## config.mk

```make
export PLATFORM = sky130hd
export DESIGN_NAME = decommutator
export DESIGN_NICKNAME = d
export VERILOG_FILES = /design/src/rtl/decommutator.sv
export SDC_FILE = /design/constraint.sdc
export NUM_CORES = 1
export LEC_CHECK = 0
export ABC_CLOCK_PERIOD_IN_PS = 2550
export BUFFER_PORTS_ARGS = -buffer_cell sky130_fd_sc_hd__buf_2
export CAP_MARGIN = 0
export CORE_MARGIN = 2
export CORE_UTILIZATION = 57
export CTS_CLUSTER_SIZE = 20
export DETAILED_ROUTE_END_ITERATION = 6
export PLACE_DENSITY = 0.82
export SLEW_MARGIN = 20
export SYNTH_ARGS = -nofsm -noshare
export SYNTH_HDL_FRONTEND = slang
export SYNTH_SLANG_ARGS = --single-unit
```

## constraint.sdc

```tcl
create_clock -name i_clk -period 2.55 [get_ports i_clk]
set_clock_uncertainty 0.2 [all_clocks]
set_input_delay 0.255 -clock i_clk [delete_from_list [all_inputs] [get_ports i_clk]]
set_output_delay 0.255 -clock i_clk [all_outputs]
set_load 0.005 [all_outputs]
```

## src/rtl/decommutator.sv

```systemverilog
// -----------------------------------------------------------------------------
// decommutator
//
// Purpose:
//   Serial-to-parallel frame assembler. A frame is PHASES consecutive enabled
//   samples of DATA_WIDTH bits each. The first sample of a frame lands in the
//   lowest lane of o_data. When a frame completes, the assembled word is
//   presented on o_data one cycle later, together with a single-cycle o_valid
//   pulse. o_clk is a divide-by-PHASES frame clock taken from the phase
//   counter MSB. While the strobe is low, this frame clock is frozen.
//
// Parameters:
//   DATA_WIDTH - bits per serial sample
//   PHASES     - samples per output word; must be a power of two and >= 2
//
// Ports:
//   i_clk   in   sample clock, rising edge
//   i_rst   in   asynchronous, active-high reset
//   i_ena   in   sample strobe; i_data is captured only when high
//   i_sync  in   frame alignment; restarts the frame at lane 0 (needs i_ena)
//   i_data  in   serial sample, DATA_WIDTH bits
//   o_data  out  assembled parallel word, PHASES*DATA_WIDTH bits, registered
//   o_valid out  one-cycle pulse marking a new o_data
//   o_clk   out  frame clock, i_clk/PHASES, 50% duty while enabled
// -----------------------------------------------------------------------------
module decommutator #(
  parameter int DATA_WIDTH = 4,
  parameter int PHASES     = 4
) (
  input  logic                         i_clk,
  input  logic                         i_rst,
  input  logic                         i_ena,
  input  logic                         i_sync,
  input  logic [DATA_WIDTH-1:0]        i_data,
  output logic [PHASES*DATA_WIDTH-1:0] o_data,
  output logic                         o_valid,
  output logic                         o_clk
);

  localparam int CW = $clog2(PHASES);
  // The top lane is never buffered. It is taken straight from i_data on the
  // completing edge, so the buffer only holds lanes 0..PHASES-2.
  localparam int BW = (PHASES - 1) * DATA_WIDTH;
  localparam logic [CW-1:0] LAST_PHASE = CW'(PHASES - 1);

  logic [CW-1:0] cnt;    // phase of the next sample to be captured
  logic [BW-1:0] lanes;  // lanes 0..PHASES-2 of the frame in progress

  // NOTE: all state here is updated with non-blocking assignments, so every
  // branch sees the pre-edge values of cnt and lanes. The lane buffer is small
  // and must read as zero after reset, so it is reset like any other register.
  always_ff @(posedge i_clk or posedge i_rst) begin
    if (i_rst) begin
      cnt     <= '0;
      lanes   <= '0;
      o_data  <= '0;
      o_valid <= 1'b0;
    end else begin
      o_valid <= 1'b0;
      if (i_ena) begin
        if (i_sync) begin
          // Realign: this sample opens a new frame. Whatever partial frame was
          // in progress is dropped. The stale lanes are overwritten in order as
          // the new frame arrives. Sync beats completion at the last phase.
          lanes[DATA_WIDTH-1:0] <= i_data;
          cnt                   <= CW'(1);
        end else if (cnt == LAST_PHASE) begin
          // Frame complete. The buffer is read but left untouched.
          o_data  <= {i_data, lanes};
          o_valid <= 1'b1;
          cnt     <= '0;
        end else begin
          for (int k = 0; k < PHASES - 1; k++) begin
            if (cnt == CW'(k)) begin
              lanes[k*DATA_WIDTH +: DATA_WIDTH] <= i_data;
            end
          end
          cnt <= cnt + CW'(1);
        end
      end
    end
  end

  // The counter MSB is low for the first half of the frame and high for the
  // second half. It comes straight from a flop, so o_clk has no combinational
  // path from any input.
  assign o_clk = cnt[CW-1];

endmodule

```

# Word level (Yosys, flattened, before mapping)
# Cells that the tools add are included.
# word_totals
ff_bits	31
input_bits	8
# op_classes
n_reduce_logical	6
bitwise	2
addsub	1
n_eq_ne	4
muxes	8
# ops
cell	count
4-bit 2-to-1 mux	3
4-bit AND reduction	2
3-bit AND reduction	2
2-bit == test (second input constant)	2
2-bit 2-to-1 mux	2
1-bit 2-to-1 mux	3
2-bit by 1-bit adder with 2-bit output (second input constant)	1
2-bit by 1-bit == test with 1-bit output (second input constant)	1
2-bit zero test	1
2-bit != test (second input constant)	1
1-bit inverter	2
2-bit nonzero test	1

# Longest topological paths before layout
# Gate-level depths: netlist of run 1.
# depth
depth_word	4
ltp_mapped	5
mapped_depth_nobuf	5

# Least setup slack after synthesis of run 1
# OpenSTA, ideal clock, no wires.
# synth_timing
kind	register to register
from	register cnt[1]
to	register lanes[10]
slack_ps	875
arrival_ps	1350
synth_period_minus_slack_ps	1675
setup_ps	125
stages_incl_launch_ff	4
n_path_buf	0
cell_sequence	dfrtp_1 ha_1 and4bb_1 mux2_2
# synth_via
elab_chain_len	3
# synth_lines
element	line	text
from (decl)	46	logic [CW-1:0] cnt;
from (signal assigned)	78	cnt <= cnt + CW'(1);
2-bit == test	67	end else if (cnt == LAST_PHASE) begin
1-bit inverter (no source line)	n/a	
4-bit AND reduction (no source line) *	n/a	
to (signal, indexed assignment)	65	lanes[DATA_WIDTH-1:0] <= i_data;
to (signal, indexed assignment)	75	lanes[k*DATA_WIDTH +: DATA_WIDTH] <= i_data;
to (decl)	47	logic [BW-1:0] lanes;
# Every way passes the cells marked *; elsewhere a longest branch is shown, timed or not.
# A chain may end at the register's enable or synchronous reset.

# Worst setup path after layout of run 1
# layout_timing
from	register cnt[1]
to	register lanes[0]
# layout_via
elab_chain_len	3
# layout_lines
element	line
2-bit == test / 2-bit zero test (equally long branches)	67, 74
2-bit != test (no source line) / 2-bit nonzero test (equally long branches)	n/a
3-bit AND reduction (no source line) *	n/a
# Marked as above.

==> results of run 1 <==
==> cells in the mapped netlist <==
library cell / number / share of area, %
buf_6: 1 / 0.86
nor2_1: 1 / 0.29
nor2b_1: 1 / 0.48
dfrtp_1: 31 / 59
nand2_1: 1 / 0.29
and4bb_1: 2 / 1.9
o22ai_1: 1 / 0.48
o21ai_0: 2 / 0.76
ha_1: 5 / 4.8
mux2_4: 10 / 11
and3b_1: 1 / 0.67
inv_1: 3 / 0.86
buf_4: 1 / 0.57
nand3b_4: 1 / 1.5
o21ai_2: 1 / 0.67
mux2_2: 18 / 15
==> area by class of cell <==
class | count | area [sq um]
inverters | 3 | 11.26
multi-input cells | 44 | 508.0
flip-flops and latches | 31 | 775.7
clock buffers | 5 | 37.54
clock inverters | 3 | 15.01
fillers | 162 | 635.6
well taps | 28 | 35.03
repair buffers | 30 | 172.7
==> worst max-delay path, delay by kind of cell (launching register included) <==
family	cells	cell delay (ns)
flops	1	0.43
mux	1	0.37
fa+ha+maj	1	0.20
buf+inv	1	0.11
compound gates	1	0.22
simple gates	1	0.13
==> registers in the layout (all words and copies together) (netlist names) <==
register  flops
lanes        12
o_data       16
cnt           2
o_valid       1
==> where the power goes <==
part	switching (mW)	leakage, nW	internal, mW
clock network	0.158	0.0347	0.102
registers	0.0988	0.383	0.681
logic	0.138	0.412	0.284
total	0.395	0.830	1.07
==> layer usage <==
metal | global-route usage, % | part of all wire [%] | up-vias
li1 | - | - | 355
met4 | 12.72 | 2.5 | 0
met5 | 0 | 0 | -
met3 | 6.322 | 4.3 | 7
met1 | 23.48 | 47 | 366
met2 | 27.64 | 46 | 19
==> how the worst max path moves through the flow <==
| stage | start | endpoint | slack [ns] | cells after the start |
|---|---|---|---|---|
| final | cnt[1] | lanes[0] | 0.77 | 5 |
| after global routing | cnt[1] | lanes[0] | 0.67 | 5 |
| after CTS | cnt[1] | lanes[0] | 0.76 | 5 |
| after detailed placement | cnt[1] | lanes[6] | 0.78 | 3 |
| after global placement | cnt[1] | lanes[7] | 0.82 | 3 |
| after floorplan | cnt[1] | lanes[10] | 0.87 | 3 |
==> kinds of logic (layout without fill, tap and decap cells) <==
kind of cell               after synthesis  after routing  share of synthesized area, %
buffers and inverters                    5             41                         2.286
DFF                                     31             31                         59.05
AOI/OAI and AO/OA                        4              4                         1.905
and+or+nand+nor                          7              7                         5.142
adders and majority gates                5              5                         4.762
muxes                                   28             28                         26.86
==> timing repair <==
item / in CTS / in global routing
setup endpoints to repair: 0 / 0
hold endpoints to repair: 35 / 0
resized for setup: 0 / 0
buffers inserted: 0 / 0
hold buffers: 4 / 0
==> flow_metrics.env, run 1 <==
export IMPL_status="completed"
export IMPL_drt_iter0_drc=4
export IMPL_clock_sinks=31
export IMPL_antenna_found_initial=0
export IMPL_ys_warn_count=0
export IMPL_power_total_mw=1.462
export IMPL_layout_common_cells="dfrtp_1, buf_2, mux2_2"
export IMPL_synthCells=80
export IMPL_num_rows=17
export IMPL_crit_path_end_kind="flop"
export IMPL_synth_area_sq_um=1314
export IMPL_timing_rr_start="cnt[1]"
export IMPL_wl_per_cell_microns=14.00
export IMPL_tns_ns=0
export IMPL_final_common_cell="dfrtp_1"
export IMPL_vias=747
export IMPL_cts_buffers=5
export IMPL_antenna_left=0
export IMPL_avgSynthCellArea_sq_um=16.42
export IMPL_worstSetupPathType="reg2reg"
export IMPL_rsz0062_at_grt="no"
export IMPL_die_area_sq_um=2705
export IMPL_grt_total_usage_pct=18.84
export IMPL_max_stage_delay_ns=0.43
export IMPL_peakVddDrop_mv=0.4869
export IMPL_fin_ws_ns=0.7661
export IMPL_htree_num_levels=2
export IMPL_synth_cell_types=16
export IMPL_cts_tree="yes"
export IMPL_grt_pass1_wl_microns=3450
export IMPL_hold_worst_slack_ns=0.01616
export IMPL_io_buffers=25
export IMPL_r2r_cells=5
export IMPL_ys_ff_latch=31
export IMPL_maxCapViolCount=0
export IMPL_cp_slowest_cell="dfrtp_1"
export IMPL_min_from="i_sync"
export IMPL_start_kind="flop"
export IMPL_post_drt_via_cell_ratio=5.188
export IMPL_clock_path_buffers=2
export IMPL_placed_cell_area_sq_um=1463
export IMPL_finalSetupViolCount=0
export IMPL_max_freq_ghz=0.5606
export IMPL_start_util_pct=59.97
export IMPL_cp_cell_sequence="inv_1 > ha_1 > nor2b_1 > o21ai_2 > mux2_2"
export IMPL_min_path_type="in2reg"
export IMPL_pre_cts_ws_ns=0.7829
export IMPL_die_y_microns=52.01
export IMPL_hold_violations=0
export IMPL_grt_overflow=0
export IMPL_diodes=0
export IMPL_rrSetupSlack_ns=0.77
export IMPL_place_gp_congestion=0.7315
export IMPL_powerDensity_nw_per_um2=939.9
export IMPL_cts_root_buf="clkbuf_4"
export IMPL_layout_cells_non_filler=144
export IMPL_area_delta_synth_final_pct=18.38
export IMPL_worst_path_max_fanout=5
export IMPL_placed_cells=132
export IMPL_drv_slew=0
export IMPL_nets=128
export IMPL_dpl_hpwl_microns=1470
export IMPL_grt_start_max_net_pins=32
export IMPL_drtPass1Iterations=2
export IMPL_hold_end="cnt[1]"
export IMPL_io_pins=26
export IMPL_grt_pass1_vias=738
export IMPL_core_area_sq_um=2191
export IMPL_post_route_util_pct=70.99
export IMPL_clkSlewWorstSetupHoldPaths_ns=0.09
export IMPL_p_leak_nw=0.8299
export IMPL_period_share_pct=69.96
export IMPL_fin_area_sq_um=1555
export IMPL_min_period_ns=1.784
export IMPL_die_w_microns=52.01
export IMPL_clk_latency_ns=0.32
export IMPL_syn_nets=93
export IMPL_r2r_end="lanes[0]"
export IMPL_required_ns=2.56
export IMPL_slew_headroom_pct=74.59
export IMPL_ys_seq_area_share_pct=59.05
export IMPL_wl_microns=2016
export IMPL_hold_depth=2
export IMPL_drc=0
export IMPL_drive_above_1_share_pct=55.17
export IMPL_tightest_slew_ns=0.3812
export IMPL_cp_arrival_ns=1.79
(Power assumes the default switching activity.)
==> inputs of run 2 (changes only) <==
--- a/config.mk
+++ b/config.mk
@@ -5,14 +5,14 @@
 export SDC_FILE = /design/constraint.sdc
 export NUM_CORES = 1
 export LEC_CHECK = 0
-export ABC_CLOCK_PERIOD_IN_PS = 2550
+export ABC_CLOCK_PERIOD_IN_PS = 1600
 export BUFFER_PORTS_ARGS = -buffer_cell sky130_fd_sc_hd__buf_2
 export CAP_MARGIN = 0
 export CORE_MARGIN = 2
-export CORE_UTILIZATION = 57
+export CORE_UTILIZATION = 48
 export CTS_CLUSTER_SIZE = 20
 export DETAILED_ROUTE_END_ITERATION = 6
-export PLACE_DENSITY = 0.82
+export PLACE_DENSITY = 0.74
 export SLEW_MARGIN = 20
 export SYNTH_ARGS = -nofsm -noshare
 export SYNTH_HDL_FRONTEND = slang
==> constraint.sdc (replaced) <==
create_clock -name i_clk -period 1.6 [get_ports i_clk]
set_clock_uncertainty 0.2 [all_clocks]
set_input_delay 0.16 -clock i_clk [delete_from_list [all_inputs] [get_ports i_clk]]
set_output_delay 0.16 -clock i_clk [all_outputs]
set_load 0.005 [all_outputs]
==> flow_metrics.env, run 2 (synthesis results as in run 1) <==
export IMPL_area_delta_synth_final_pct=36.38
export IMPL_combPwrFrac_pct=33.2
export IMPL_clk_latency_ns=0.33
export IMPL_hold_worst_slack_ns=0.2425
export IMPL_peakVddDrop_mv=0.9184
export IMPL_dpl_hpwl_microns=1496
export IMPL_cts_tree="yes"
export IMPL_antenna_found_initial=0
export IMPL_worstSetupPathType="reg2reg"
export IMPL_drc=0
export IMPL_nets=138
export IMPL_intPower_mw=1.889
export IMPL_slew_headroom_pct=74.74
export IMPL_post_drt_via_cell_ratio=5.155
export IMPL_clkSlewWorstSetupHoldPaths_ns=0.10
export IMPL_die_area_sq_um=3171
export IMPL_drt_iter0_drc=19
export IMPL_grt_start_max_net_pins=32
export IMPL_drv_slew=0
export IMPL_cp_cell_sequence="ha_4 > and4bb_4 > mux2_4"
export IMPL_grt_total_usage_pct=16.95
export IMPL_p_leak_nw=0.9508
export IMPL_largest_register="o_data"
export IMPL_grt_pass1_wl_microns=4015
export IMPL_path_buf_inv=0
export IMPL_io_pins=26
export IMPL_tightest_slew_ns=0.3789
export IMPL_status="finished, violations left"
export IMPL_layout_common_cells="dfrtp_1, mux2_4, buf_2"
export IMPL_cts_buffers=5
export IMPL_die_w_microns=56.32
export IMPL_io_buffers=25
export IMPL_fin_ws_ns=-0.05699
export IMPL_violations="negative setup slack"
export IMPL_wl_per_cell_microns=15.20
export IMPL_r2r_end="lanes[10]"
export IMPL_crit_family="flip-flops"
export IMPL_num_rows=18
export IMPL_clkPwrFrac_pct=18.1
export IMPL_cp_arrival_ns=1.67
export IMPL_antenna_left=0
export IMPL_crit_start="cnt[1]"
export IMPL_worst_path_max_fanout=5
export IMPL_crit_path_end_kind="flop"
export IMPL_finalSetupViolCount=28
export IMPL_final_common_cell="dfrtp_1"
export IMPL_drive_above_1_share_pct=64.80
export IMPL_maxCapViolCount=0
export IMPL_reg_top3="o_data (16), lanes (12), cnt (2)"
export IMPL_pre_cts_ws_ns=-0.1405
export IMPL_start_kind="flop"
export IMPL_clock_path_buffers=2
export IMPL_vias=799
export IMPL_wl_microns=2356
export IMPL_cp_slowest_cell="dfrtp_2"
export IMPL_powerDensity_nw_per_um2=1442
export IMPL_die_y_microns=56.32
export IMPL_place_gp_congestion=0.7927
export IMPL_grt_overflow=0
export IMPL_p_sw_mw=0.6947
export IMPL_required_ns=1.62
export IMPL_hold_violations=0
export IMPL_core_area_sq_um=2545
export IMPL_start_util_pct=51.62
export IMPL_min_period_ns=1.657
export IMPL_cts_root_buf="clkbuf_4"
export IMPL_rrSetupSlack_ns=-0.06
export IMPL_grt_pass1_vias=818
export IMPL_period_share_pct=103.6
export IMPL_drtPass1Iterations=4
export IMPL_swShare_pct=26.89
export IMPL_r2r_cells=3
export IMPL_max_stage_delay_ns=0.46
export IMPL_max_freq_ghz=0.6035
export IMPL_min_path_type="in2async"
export IMPL_diodes=0
export IMPL_htree_num_levels=2
export IMPL_largest_register_ff_count=16
export IMPL_rsz0062_at_grt="yes"
export IMPL_clock_sinks=31
export IMPL_timing_rr_start="cnt[1]"
export IMPL_nFillCells=155
export IMPL_sequentialPowerShare_pct=48.7
-- run 2: what timing repair did --
item                                   CTS  global route
gates resized for setup                 15            10
setup endpoints to repair               12            28
buffers inserted                         2             2
hold buffers                             7             0
endpoints found under the hold margin   48             0
pin swaps                                2             3
-- run 2: worst max-delay path by stage --
stage           endpoint  slack, ns  cells after the start
2_1_floorplan  lanes[10]      -0.02                      3
3_3_place_gp   lanes[11]      -0.11                      3
3_5_place_dp   lanes[10]      -0.14                      3
4_1_cts         lanes[7]      -0.07                      3
5_1_grt         lanes[0]       -0.1                      5
6_report       lanes[10]      -0.06                      3
-- run 2: layout make-up --
type,count,area [sq um],area share (%)
Sequential cell,31,778.2,43.44
Multi-Input combinational cell,44,628.1,35.06
Tap cell,30,37.54,2.095
Clock inverter,1,5.005,0.2793
Timing Repair Buffer,40,280.3,15.64
Inverter,3,11.26,0.6285
Clock buffer,6,51.30,2.863
-- run 2: routing by layer --
| layer | track usage [%] | up-vias | routed length (microns) |
|---|---|---|---|
| met5 | 0 | - | 0 |
| met4 | 9.184 | 0 | 51 |
| met3 | 4.147 | 7 | 85 |
| met2 | 23.70 | 21 | 1093 |
| met1 | 24.17 | 401 | 1126 |
| li1 | - | 370 | - |
-- run 2: power by group through the flow --
stage	registers [mW]	clock network (mW)	logic [mW]
after floorplan	1.25	0	0.433
final	1.26	0.467	0.859
after CTS	1.25	0.473	0.816
after global routing	1.29	0.504	0.934
after detailed placement	1.26	0	0.722
after global placement	1.24	0	0.700
-- run 2: through the flow --
| stage | cell area [sq um] | power (mW) | utilization [%] | setup TNS (ns) | cells |
|---|---|---|---|---|---|
| after global routing | 1792 | 2.729 | 70.40 | -1.826 | 155 |
| after detailed placement | 1548 | 1.982 | 60.82 | -1.226 | 137 |
| final | 1792 | 2.584 | 70.40 | -0.6112 | 155 |
| after floorplan | 1349 | 1.688 | - | -0.1246 | 80 |
| after global placement | 1548 | 1.943 | 60.82 | -0.8810 | 137 |
| after CTS | 1734 | 2.540 | 68.14 | -1.388 | 153 |
-- run 2: worst register-to-register path, cell delays in order (launching register included) --
cell and delay, ns:
dfrtp_2 0.46, ha_4 0.18, and4bb_4 0.40, mux2_4 0.31
